File: src/rtl/mux_scan_pkg.sv
// Shared types for the mux scan controller: FSM states, tracking-entry layout
// and the index-width helper.
package mux_scan_pkg;

  typedef enum logic [1:0] {
    IDLE,
    SCAN,
    DRAIN
  } scan_state_t;

  // Fixed so the struct can live in a package; designs index at most 2**16 inputs.
  localparam int TRK_IDX_W = 16;

  typedef struct packed {
    logic                 valid;
    logic [TRK_IDX_W-1:0] index;
  } trk_entry_t;

  function automatic int idx_width(input int n);
    return (n > 2) ? $clog2(n) : 1;
  endfunction

endpackage

File: src/rtl/mux_scan_track.sv
// Enable-gated {valid, index} delay line that mirrors an enable-stalled pipeline
// stage for stage; clr flushes every entry regardless of enable.
module mux_scan_track
  import mux_scan_pkg::*;
#(
  parameter int STAGES = 2
) (
  input  logic       clk,
  input  logic       rst_n,
  input  logic       en,
  input  logic       clr,
  input  trk_entry_t din,
  output trk_entry_t dout
);

  trk_entry_t dly [STAGES];

  always_ff @(posedge clk or negedge rst_n) begin
    if (!rst_n) begin
      for (int i = 0; i < STAGES; i++) dly[i] <= '0;
    end else if (clr) begin
      for (int i = 0; i < STAGES; i++) dly[i] <= '0;
    end else if (en) begin
      dly[0] <= din;
      for (int i = 1; i < STAGES; i++) dly[i] <= dly[i-1];
    end
  end

  assign dout = dly[STAGES-1];

endmodule

File: src/rtl/mux_scan_ctrl.sv
// Sweeps the pipelined mux selector over all inputs and streams the returned values
// as indexed beats. Optional abort input enabled by macro MUX_SCAN_CTRL_ABORT_EN.
module mux_scan_ctrl
  import mux_scan_pkg::*;
#(
  parameter  int C_WIDTH   = 32,
  parameter  int C_INPUTS  = 4,
  parameter  int C_LATENCY = 2,
  localparam int IW        = idx_width(C_INPUTS)
) (
  input  logic               clk,
  input  logic               rst_n,
  input  logic               start,
`ifdef MUX_SCAN_CTRL_ABORT_EN
  input  logic               abort,
`endif
  output logic               busy,
  output logic               done,
  output logic [IW-1:0]      mux_selector,
  output logic               mux_enable,
  input  logic [C_WIDTH-1:0] mux_value,
  output logic [C_WIDTH-1:0] m_axis_tdata,
  output logic [IW-1:0]      m_axis_tuser,
  output logic               m_axis_tlast,
  output logic               m_axis_tvalid,
  input  logic               m_axis_tready
);

  localparam logic [IW-1:0]        LAST_IDX     = IW'(C_INPUTS - 1);
  localparam logic [TRK_IDX_W-1:0] LAST_IDX_TRK = TRK_IDX_W'(C_INPUTS - 1);

  scan_state_t   state;
  logic [IW-1:0] issue_idx;
  logic          iss_vld;
  logic          abort_req;
  logic          last_hs;
  trk_entry_t    trk_in;
  trk_entry_t    trk_out;

`ifdef MUX_SCAN_CTRL_ABORT_EN
  assign abort_req = abort && (state != IDLE);
`else
  assign abort_req = 1'b0;
`endif

  // Freezing the mux through its enable is the only backpressure mechanism.
  assign mux_enable    = ~m_axis_tvalid | m_axis_tready;
  assign m_axis_tdata  = mux_value;
  assign m_axis_tvalid = trk_out.valid;
  assign m_axis_tuser  = trk_out.index[IW-1:0];
  assign m_axis_tlast  = trk_out.valid && (trk_out.index == LAST_IDX_TRK);
  assign last_hs       = m_axis_tvalid && m_axis_tready && m_axis_tlast;

  // mux_selector/iss_vld form the issue stage; the mux samples the selector one
  // enabled edge later, so the delay line behind it is exactly C_LATENCY deep.
  always_ff @(posedge clk or negedge rst_n) begin
    if (!rst_n) begin
      state        <= IDLE;
      busy         <= 1'b0;
      done         <= 1'b0;
      mux_selector <= '0;
      issue_idx    <= '0;
      iss_vld      <= 1'b0;
    end else begin
      done <= 1'b0;
      if (abort_req) begin
        state   <= IDLE;
        busy    <= 1'b0;
        iss_vld <= 1'b0;
      end else begin
        case (state)
          IDLE: begin
            if (start) begin
              state     <= SCAN;
              busy      <= 1'b1;
              issue_idx <= '0;
            end
          end
          SCAN: begin
            if (mux_enable) begin
              mux_selector <= issue_idx;
              iss_vld      <= 1'b1;
              if (issue_idx == LAST_IDX) state <= DRAIN;
              else                       issue_idx <= issue_idx + IW'(1);
            end
          end
          DRAIN: begin
            if (mux_enable) iss_vld <= 1'b0;
            if (last_hs) begin
              state <= IDLE;
              busy  <= 1'b0;
              done  <= 1'b1;
            end
          end
          default: state <= IDLE;
        endcase
      end
    end
  end

  assign trk_in = '{valid: iss_vld, index: TRK_IDX_W'(mux_selector)};

  mux_scan_track #(
    .STAGES(C_LATENCY)
  ) u_track (
    .clk  (clk),
    .rst_n(rst_n),
    .en   (mux_enable),
    .clr  (abort_req),
    .din  (trk_in),
    .dout (trk_out)
  );

endmodule

File: config.mk
export PLATFORM = sky130hd
export DESIGN_NAME = mux_scan_ctrl
export DESIGN_NICKNAME = d
export VERILOG_FILES = /design/src/rtl/mux_scan_pkg.sv /design/src/rtl/mux_scan_track.sv /design/src/rtl/mux_scan_ctrl.sv
export SDC_FILE = /design/constraint.sdc
export NUM_CORES = 1
export LEC_CHECK = 0
export ABC_AREA = 1
export CAP_MARGIN = 20
export CORE_UTILIZATION = 27
export DETAILED_ROUTE_END_ITERATION = 7
export DONT_BUFFER_PORTS = 1
export GPL_ROUTABILITY_DRIVEN = 0
export HOLD_SLACK_MARGIN = 0.15
export PLACE_DENSITY = 0.36
export SYNTH_ARGS = -nofsm -noshare
export SYNTH_HDL_FRONTEND = slang
export SYNTH_SLANG_ARGS = --single-unit
File: constraint.sdc
create_clock -name clk -period 1.7 [get_ports clk]
set_clock_uncertainty 0.2 [all_clocks]
set_input_delay 0.34 -clock clk [delete_from_list [all_inputs] [get_ports clk]]
set_output_delay 0.34 -clock clk [all_outputs]
set_load 0.05 [all_outputs]
# Word level (Yosys, flattened, before mapping)
# Cells that the tools add are included.
dict set report classes {
  add_sub_neg 1
  n_eq_ne 10
  mux 17
  n_bitwise 2
  reduce_logical 12
}
# op count
set ops {}
lappend ops {{2-bit 2-to-1 mux} 7}
lappend ops {{2-bit inequality test, second input constant} 6}
lappend ops {{4-bit AND reduction} 2}
lappend ops {{2-bit == test, second input constant} 3}
lappend ops {{1-bit 2-to-1 mux} 6}
lappend ops {{2-bit one-hot mux with 3 select lines} 1}
lappend ops {{3-bit AND reduction} 2}
lappend ops {{2-bit nonzero test} 3}
lappend ops {{1-bit one-hot mux with 2 select lines} 2}
lappend ops {{2-bit one-hot mux with 2 select lines} 1}
lappend ops {{1-bit logical AND} 3}
lappend ops {{2-bit by 1-bit adder with 2-bit output, second input constant} 1}
lappend ops {{2-bit by 1-bit == test with 1-bit output, second input constant} 1}
lappend ops {{2-bit zero test} 1}
lappend ops {{2-bit AND reduction} 1}
lappend ops {{1-bit inverter} 1}
lappend ops {{1-bit OR} 1}
dict set report totals {
  ff_bits 15
  in_bits 36
  output_inout_bits 41
  wordCells 52
}

# Longest topological paths before layout
dict set report depth {
  depth_word 5
  ltp_mapped 7
  ltp_nobuf 7
}

# Modules after synthesis
# Synthesis repeated with hierarchy kept, for this count alone.
dict set report unflattened {
  cells_unflattened 280
  area_unflattened_um2 2366.0
}
# module n_inst cells_per_inst area_per_inst_um2 seq_area_each_um2
set modules_own_cells {}
lappend modules_own_cells {mux_scan_track 1 165 1554.0 850.8}
lappend modules_own_cells {mux_scan_ctrl 1 115 812.0 225.2}

# Worst setup path before layout
# OpenSTA, ideal clock, no wires.
dict set report synth_path {
  path_kind {reg2out}
  startpoint {reg u_track.dly (netlist bit u_track.dout[16])}
  endpoint {out m_axis_tlast}
  arrival_ns 1.404
  t_required_ns 1.160
  path_slack_ns -0.244
  stages_incl_launch_ff 3
  path_buffers 0
  cell_sequence {dfrtp_1 -> nand2_1 -> nor2_1}
}
dict set report synth_between {
  elab_chain_len 1
}
# element line_no
set synth_rtl {}
lappend synth_rtl {{from (decl)} mux_scan_track.sv:16} ;# trk_entry_t dly [STAGES];
lappend synth_rtl {{1-bit logical AND} mux_scan_ctrl.sv:51} ;# assign m_axis_tlast = trk_out.valid && (trk_out.index == LAST_IDX_TRK);
lappend synth_rtl {{to (decl)} mux_scan_ctrl.sv:24} ;# output logic m_axis_tlast,
# Every way passes these cells.

# Worst setup path after layout
# Ends and elaborated chain as after synthesis.

==> metrics.txt <==
# TYPE chip_impl_metric gauge
chip_impl_metric{name="worstPathMaxFanout",unit=""} 3
chip_impl_metric{name="met1_length",unit="µm"} 608
chip_impl_metric{name="internal_power",unit="mW"} 0.7416
chip_impl_info{name="count_leader_synth",value="sky130_fd_sc_hd__buf_4"} 1
chip_impl_info{name="outcome",value="finished with violations"} 1
chip_impl_info{name="cts.root.buffer_cell",value="sky130_fd_sc_hd__clkbuf_4"} 1
chip_impl_metric{name="global_route.overflow_total",unit=""} 0
chip_impl_metric{name="drv.max_cap_violation_count",unit=""} 0
chip_impl_info{name="synth_area_leaders",value="sky130_fd_sc_hd__dfrtp_1, sky130_fd_sc_hd__buf_4, sky130_fd_sc_hd__nand2_1, sky130_fd_sc_hd__nand2_2, sky130_fd_sc_hd__nand4_1"} 1
chip_impl_metric{name="sw_frac_of_total",unit="%"} 46.35
chip_impl_info{name="violated_checks",value="negative setup slack"} 1
chip_impl_metric{name="via_count",unit=""} 553
chip_impl_metric{name="vdd.ir_drop.worst",unit="µV"} 296.6
chip_impl_metric{name="synth_simple_gate_area_share",unit="%"} 22.52
chip_impl_metric{name="place.detailed.hpwl",unit="µm"} 1090
chip_impl_metric{name="async_flop_share",unit="%"} 100.0
chip_impl_metric{name="nNetsFinal",unit=""} 125
chip_impl_metric{name="fillerInstances",unit=""} 362
chip_impl_metric{name="antenna_cells",unit=""} 0
chip_impl_info{name="combinational_family_with_the_most_area_after_synthesis",value="buffers and inverters"} 1
chip_impl_metric{name="power_frac_clock",unit="%"} 14.5
chip_impl_info{name="worst_path_max_delay_cell",value="sky130_fd_sc_hd__dfrtp_1"} 1
chip_impl_metric{name="placed_cell_count",unit=""} 124
chip_impl_metric{name="fp.dieArea",unit="mm²"} 0.003653
chip_impl_metric{name="layout-drive-gt1-share",unit="%"} 24.14
chip_impl_metric{name="grt_first_pass_wirelength",unit="µm"} 2380
chip_impl_metric{name="power.density_cell_area",unit="mW/mm²"} 1637
chip_impl_metric{name="initial_antenna_violation_count",unit=""} 0
chip_impl_metric{name="ioPinCount",unit=""} 77
chip_impl_metric{name="timing.critical_path.arrival",unit="ns"} 1.18
chip_impl_metric{name="core_region_area",unit="mm²"} 0.003153
chip_impl_metric{name="synthDistinctLibCells",unit=""} 14
chip_impl_metric{name="clk_latency",unit="ns"} 0.27
chip_impl_metric{name="route.detailed.drc",unit=""} 0
chip_impl_metric{name="drt-initial-drc-count",unit=""} 7
chip_impl_metric{name="synth_compound_gate_area_share",unit="%"} 3.256
chip_impl_metric{name="number_of_flip_flops_and_latches_in_the_synthesized_netlist",unit=""} 15
chip_impl_metric{name="routed_via_density",unit=""} 4.221
chip_impl_metric{name="die_w",unit="µm"} 60.44
chip_impl_metric{name="synth-edff-count",unit=""} 0
chip_impl_info{name="critical_path.startpoint_type",value="register"} 1
chip_impl_metric{name="start_util",unit="%"} 29.25
chip_impl_metric{name="met2_length",unit="µm"} 663
chip_impl_metric{name="synth_top_area_share",unit="%"} 40.71
chip_impl_metric{name="preCtsSetupSlack",unit="ns"} 0.2475
chip_impl_metric{name="timing_worst_slew_pin_value",unit="ns"} 0.7120
chip_impl_metric{name="synth.cell_area",unit="µm²"} 922.1
chip_impl_metric{name="muxShareOfSynthArea",unit="%"} 0
chip_impl_metric{name="number_of_buffers_between_clock_root_and_the_deepest_sink",unit=""} 2
chip_impl_metric{name="rows",unit=""} 20
chip_impl_metric{name="crit_required",unit="ns"} 1.16
chip_impl_info{name="yosysTopAreaCell",value="sky130_fd_sc_hd__dfrtp_1"} 1
chip_impl_metric{name="drt_pre_antenna_iters",unit=""} 4
chip_impl_metric{name="number_of_standard_cells_in_the_layout_taps_in_and_fillers_out",unit=""} 131
chip_impl_metric{name="pwr-share-seq",unit="%"} 46.6
chip_impl_metric{name="synth_sequential_area_ratio",unit="%"} 40.71
chip_impl_info{name="worstHoldPathType",value="input pin to register"} 1
chip_impl_metric{name="number_of_global_route_vias_before_repair",unit=""} 540
chip_impl_metric{name="final-setup-viol-count",unit=""} 1
chip_impl_metric{name="max_slew_margin",unit="%"} 52.38
chip_impl_info{name="cell_chain_of_the_critical_path",value="buf_6 > nand2_4 > nor2_4 > buf_12"} 1
chip_impl_info{name="worstSetupEndpointType",value="output port"} 1
chip_impl_metric{name="warning_count_from_the_yosys_run",unit=""} 0
chip_impl_metric{name="min_cycle_time_layout",unit="ns"} 1.716
chip_impl_metric{name="syn-instance-count",unit=""} 110
chip_impl_metric{name="power.net_switching",unit="mW"} 0.6407
chip_impl_metric{name="cts_buffers",unit=""} 3
chip_impl_info{name="critical_path_class",value="register to output port"} 1
chip_impl_metric{name="clock_transition_at_the_registers_of_the_reported_paths",unit="ns"} 0.09
chip_impl_metric{name="finalCritPeriodShare",unit="%"} 100.9
chip_impl_metric{name="cts.sink_count",unit=""} 15
chip_impl_metric{name="max_clock_freq",unit="MHz"} 582.9
chip_impl_metric{name="final_antenna_net_count",unit=""} 0
chip_impl_metric{name="hold_viol",unit=""} 0
chip_impl_metric{name="cts.repair_timing.setup_buffer_count",unit=""} 0
chip_impl_metric{name="finalWirelength",unit="µm"} 1415
chip_impl_info{name="ys_top_cells_by_count",value="sky130_fd_sc_hd__buf_4, sky130_fd_sc_hd__nand2_1, sky130_fd_sc_hd__dfrtp_1"} 1
chip_impl_metric{name="dieHeight",unit="µm"} 60.44
chip_impl_metric{name="port-buffer-count",unit=""} 0
chip_impl_metric{name="track_usage",unit="%"} 9.184
chip_impl_metric{name="postLayoutSetupSlackWorst",unit="ns"} -0.01560
chip_impl_metric{name="power.combinational.fraction",unit="%"} 38.8
chip_impl_metric{name="max_stage_delay",unit="ns"} 0.41
chip_impl_metric{name="syn2layout_area_growth",unit="%"} -8.412
chip_impl_info{name="grt_setup_unrepaired",value="true"} 1
chip_impl_info{name="top_signal_layer_used",value="met4"} 1
chip_impl_metric{name="avgRoutedWirePerCell",unit="µm"} 10.80
chip_impl_info{name="ys_dominant_reg_cell",value="sky130_fd_sc_hd__dfrtp_1"} 1
chip_impl_metric{name="synth-adder-area-share",unit="%"} 1.357
chip_impl_metric{name="htreeDepth",unit=""} 1
chip_impl_metric{name="synth-xor-area-share",unit="%"} 0
chip_impl_metric{name="met3_wirelength",unit="µm"} 109
chip_impl_metric{name="synth_nets",unit=""} 147
chip_impl_info{name="tritoncts",value="built"} 1
chip_impl_metric{name="grt_start_max_net_pins",unit=""} 16
chip_impl_metric{name="synth.avg_cell_area",unit="µm²"} 8.383
chip_impl_metric{name="timing_max_transition_violations_final",unit=""} 0
chip_impl_metric{name="p_leak",unit="nW"} 0.4006
-- cell type report --
cell class                 instances  area [µm²]  area share, %
inverter                           9       33.78          4.000
multi-input combinational         51       270.3          32.00
clock buffer                       4       26.28          3.111
sequential                        15       375.4          44.44
tap                               44       55.05          6.519
timing repair buffer               8       83.83          9.926
-- power groups by stage --
| stage | Combinational (mW) | Sequential, mW | Clock (mW) |
|---|---|---|---|
| final | 0.537 | 0.645 | 0.201 |
| after detailed placement | 0.525 | 0.649 | 0 |
| after global routing | 0.610 | 0.661 | 0.222 |
| after floorplan | 0.636 | 0.637 | 0 |
| after global placement | 0.522 | 0.650 | 0 |
| after CTS | 0.544 | 0.643 | 0.217 |
-- final timing paths --
check | startpoint | to | slack [ns] | cells after the start
min in group asynchronous | rst_n | done | 0.35 | 1
setup / recovery | u_track.dout[16] | m_axis_tlast | -0.02 | 4
setup reg to reg | issue_idx[0] | issue_idx[0] | 0.26 | 5
hold / removal | m_axis_tready | u_track.dout[16] | 0.15 | 3
max in group asynchronous | rst_n | issue_idx[1] | 0.50 | 1
hold reg to reg | u_track.dly[33] | u_track.dout[16] | 0.26 | 2
-- through the flow --
stage	utilization (%)	cell area [µm²]	hold WS, ns	power [mW]	setup TNS [ns]
detailed placement	24.48	772.0	-0.1552	1.173	0
global placement	24.48	772.0	-0.1552	1.172	0
floorplan	-	929.6	-0.1556	1.273	0
finish	26.79	844.6	0.1540	1.382	-0.01560
CTS	26.47	834.6	0.2003	1.404	-0.07202
global route	26.79	844.6	0.1773	1.493	-0.06465
-- registers in the layout, summed over array words and instances, names as in the netlist --
signal,count
u_track.dly,3
u_track.dout,3
issue_idx,2
mux_selector,2
state,2
busy,1
done,1
iss_vld,1
-- what timing repair did --
action / CTS / global route
resized for setup: 2 / 2
endpoints found under the hold margin: 18 / 0
endpoints found under the setup margin: 2 / 2
hold buffers: 3 / 0
-- cells in the final DEF (no fill, tap or decap) --
master / synthesis / routed
sky130_fd_sc_hd__inv_1: 6 / 6
sky130_fd_sc_hd__a21oi_1: 1 / 1
sky130_fd_sc_hd__dfrtp_1: 15 / 15
sky130_fd_sc_hd__buf_12: 0 / 1
sky130_fd_sc_hd__nand2_4: 0 / 2
sky130_fd_sc_hd__inv_2: 3 / 3
sky130_fd_sc_hd__buf_4: 35 / 3
sky130_fd_sc_hd__o21ai_1: 5 / 5
sky130_fd_sc_hd__clkbuf_1: 0 / 1
sky130_fd_sc_hd__nor2_4: 2 / 3
sky130_fd_sc_hd__nor2_2: 1 / 1
sky130_fd_sc_hd__nand4_1: 4 / 4
sky130_fd_sc_hd__dlygate4sd3_1: 0 / 3
sky130_fd_sc_hd__clkbuf_4: 0 / 3
sky130_fd_sc_hd__ha_1: 1 / 1
sky130_fd_sc_hd__nand3_1: 2 / 2
sky130_fd_sc_hd__nand2_1: 25 / 24
sky130_fd_sc_hd__nor2_1: 5 / 4
sky130_fd_sc_hd__nand2_2: 5 / 4
sky130_fd_sc_hd__buf_6: 0 / 1
-- critical path: cells and delay by family, from the launching register on --
kind                   cells  cell delay [ns]
and+or+nand+nor            2             0.16
DFF                        1             0.41
buffers and inverters      2             0.33
-- routing by layer --
| metal | up-vias | track usage (%) |
|---|---|---|
| li1 | 261 | - |
| met1 | 265 | 9.354 |
| met2 | 19 | 14.29 |
| met3 | 8 | 4.478 |
| met4 | 0 | 7.468 |
| met5 | - | 0 |
-- logic make-up after synthesis --
| logic type | count (synthesis) |
|---|---|
| and+or+nand+nor | 44 |
| AOI/OAI and AO/OA | 6 |
| DFF | 15 |
| adders and majority gates | 1 |
| buffers and inverters | 44 |
Power figures use the tool's default switching activity.
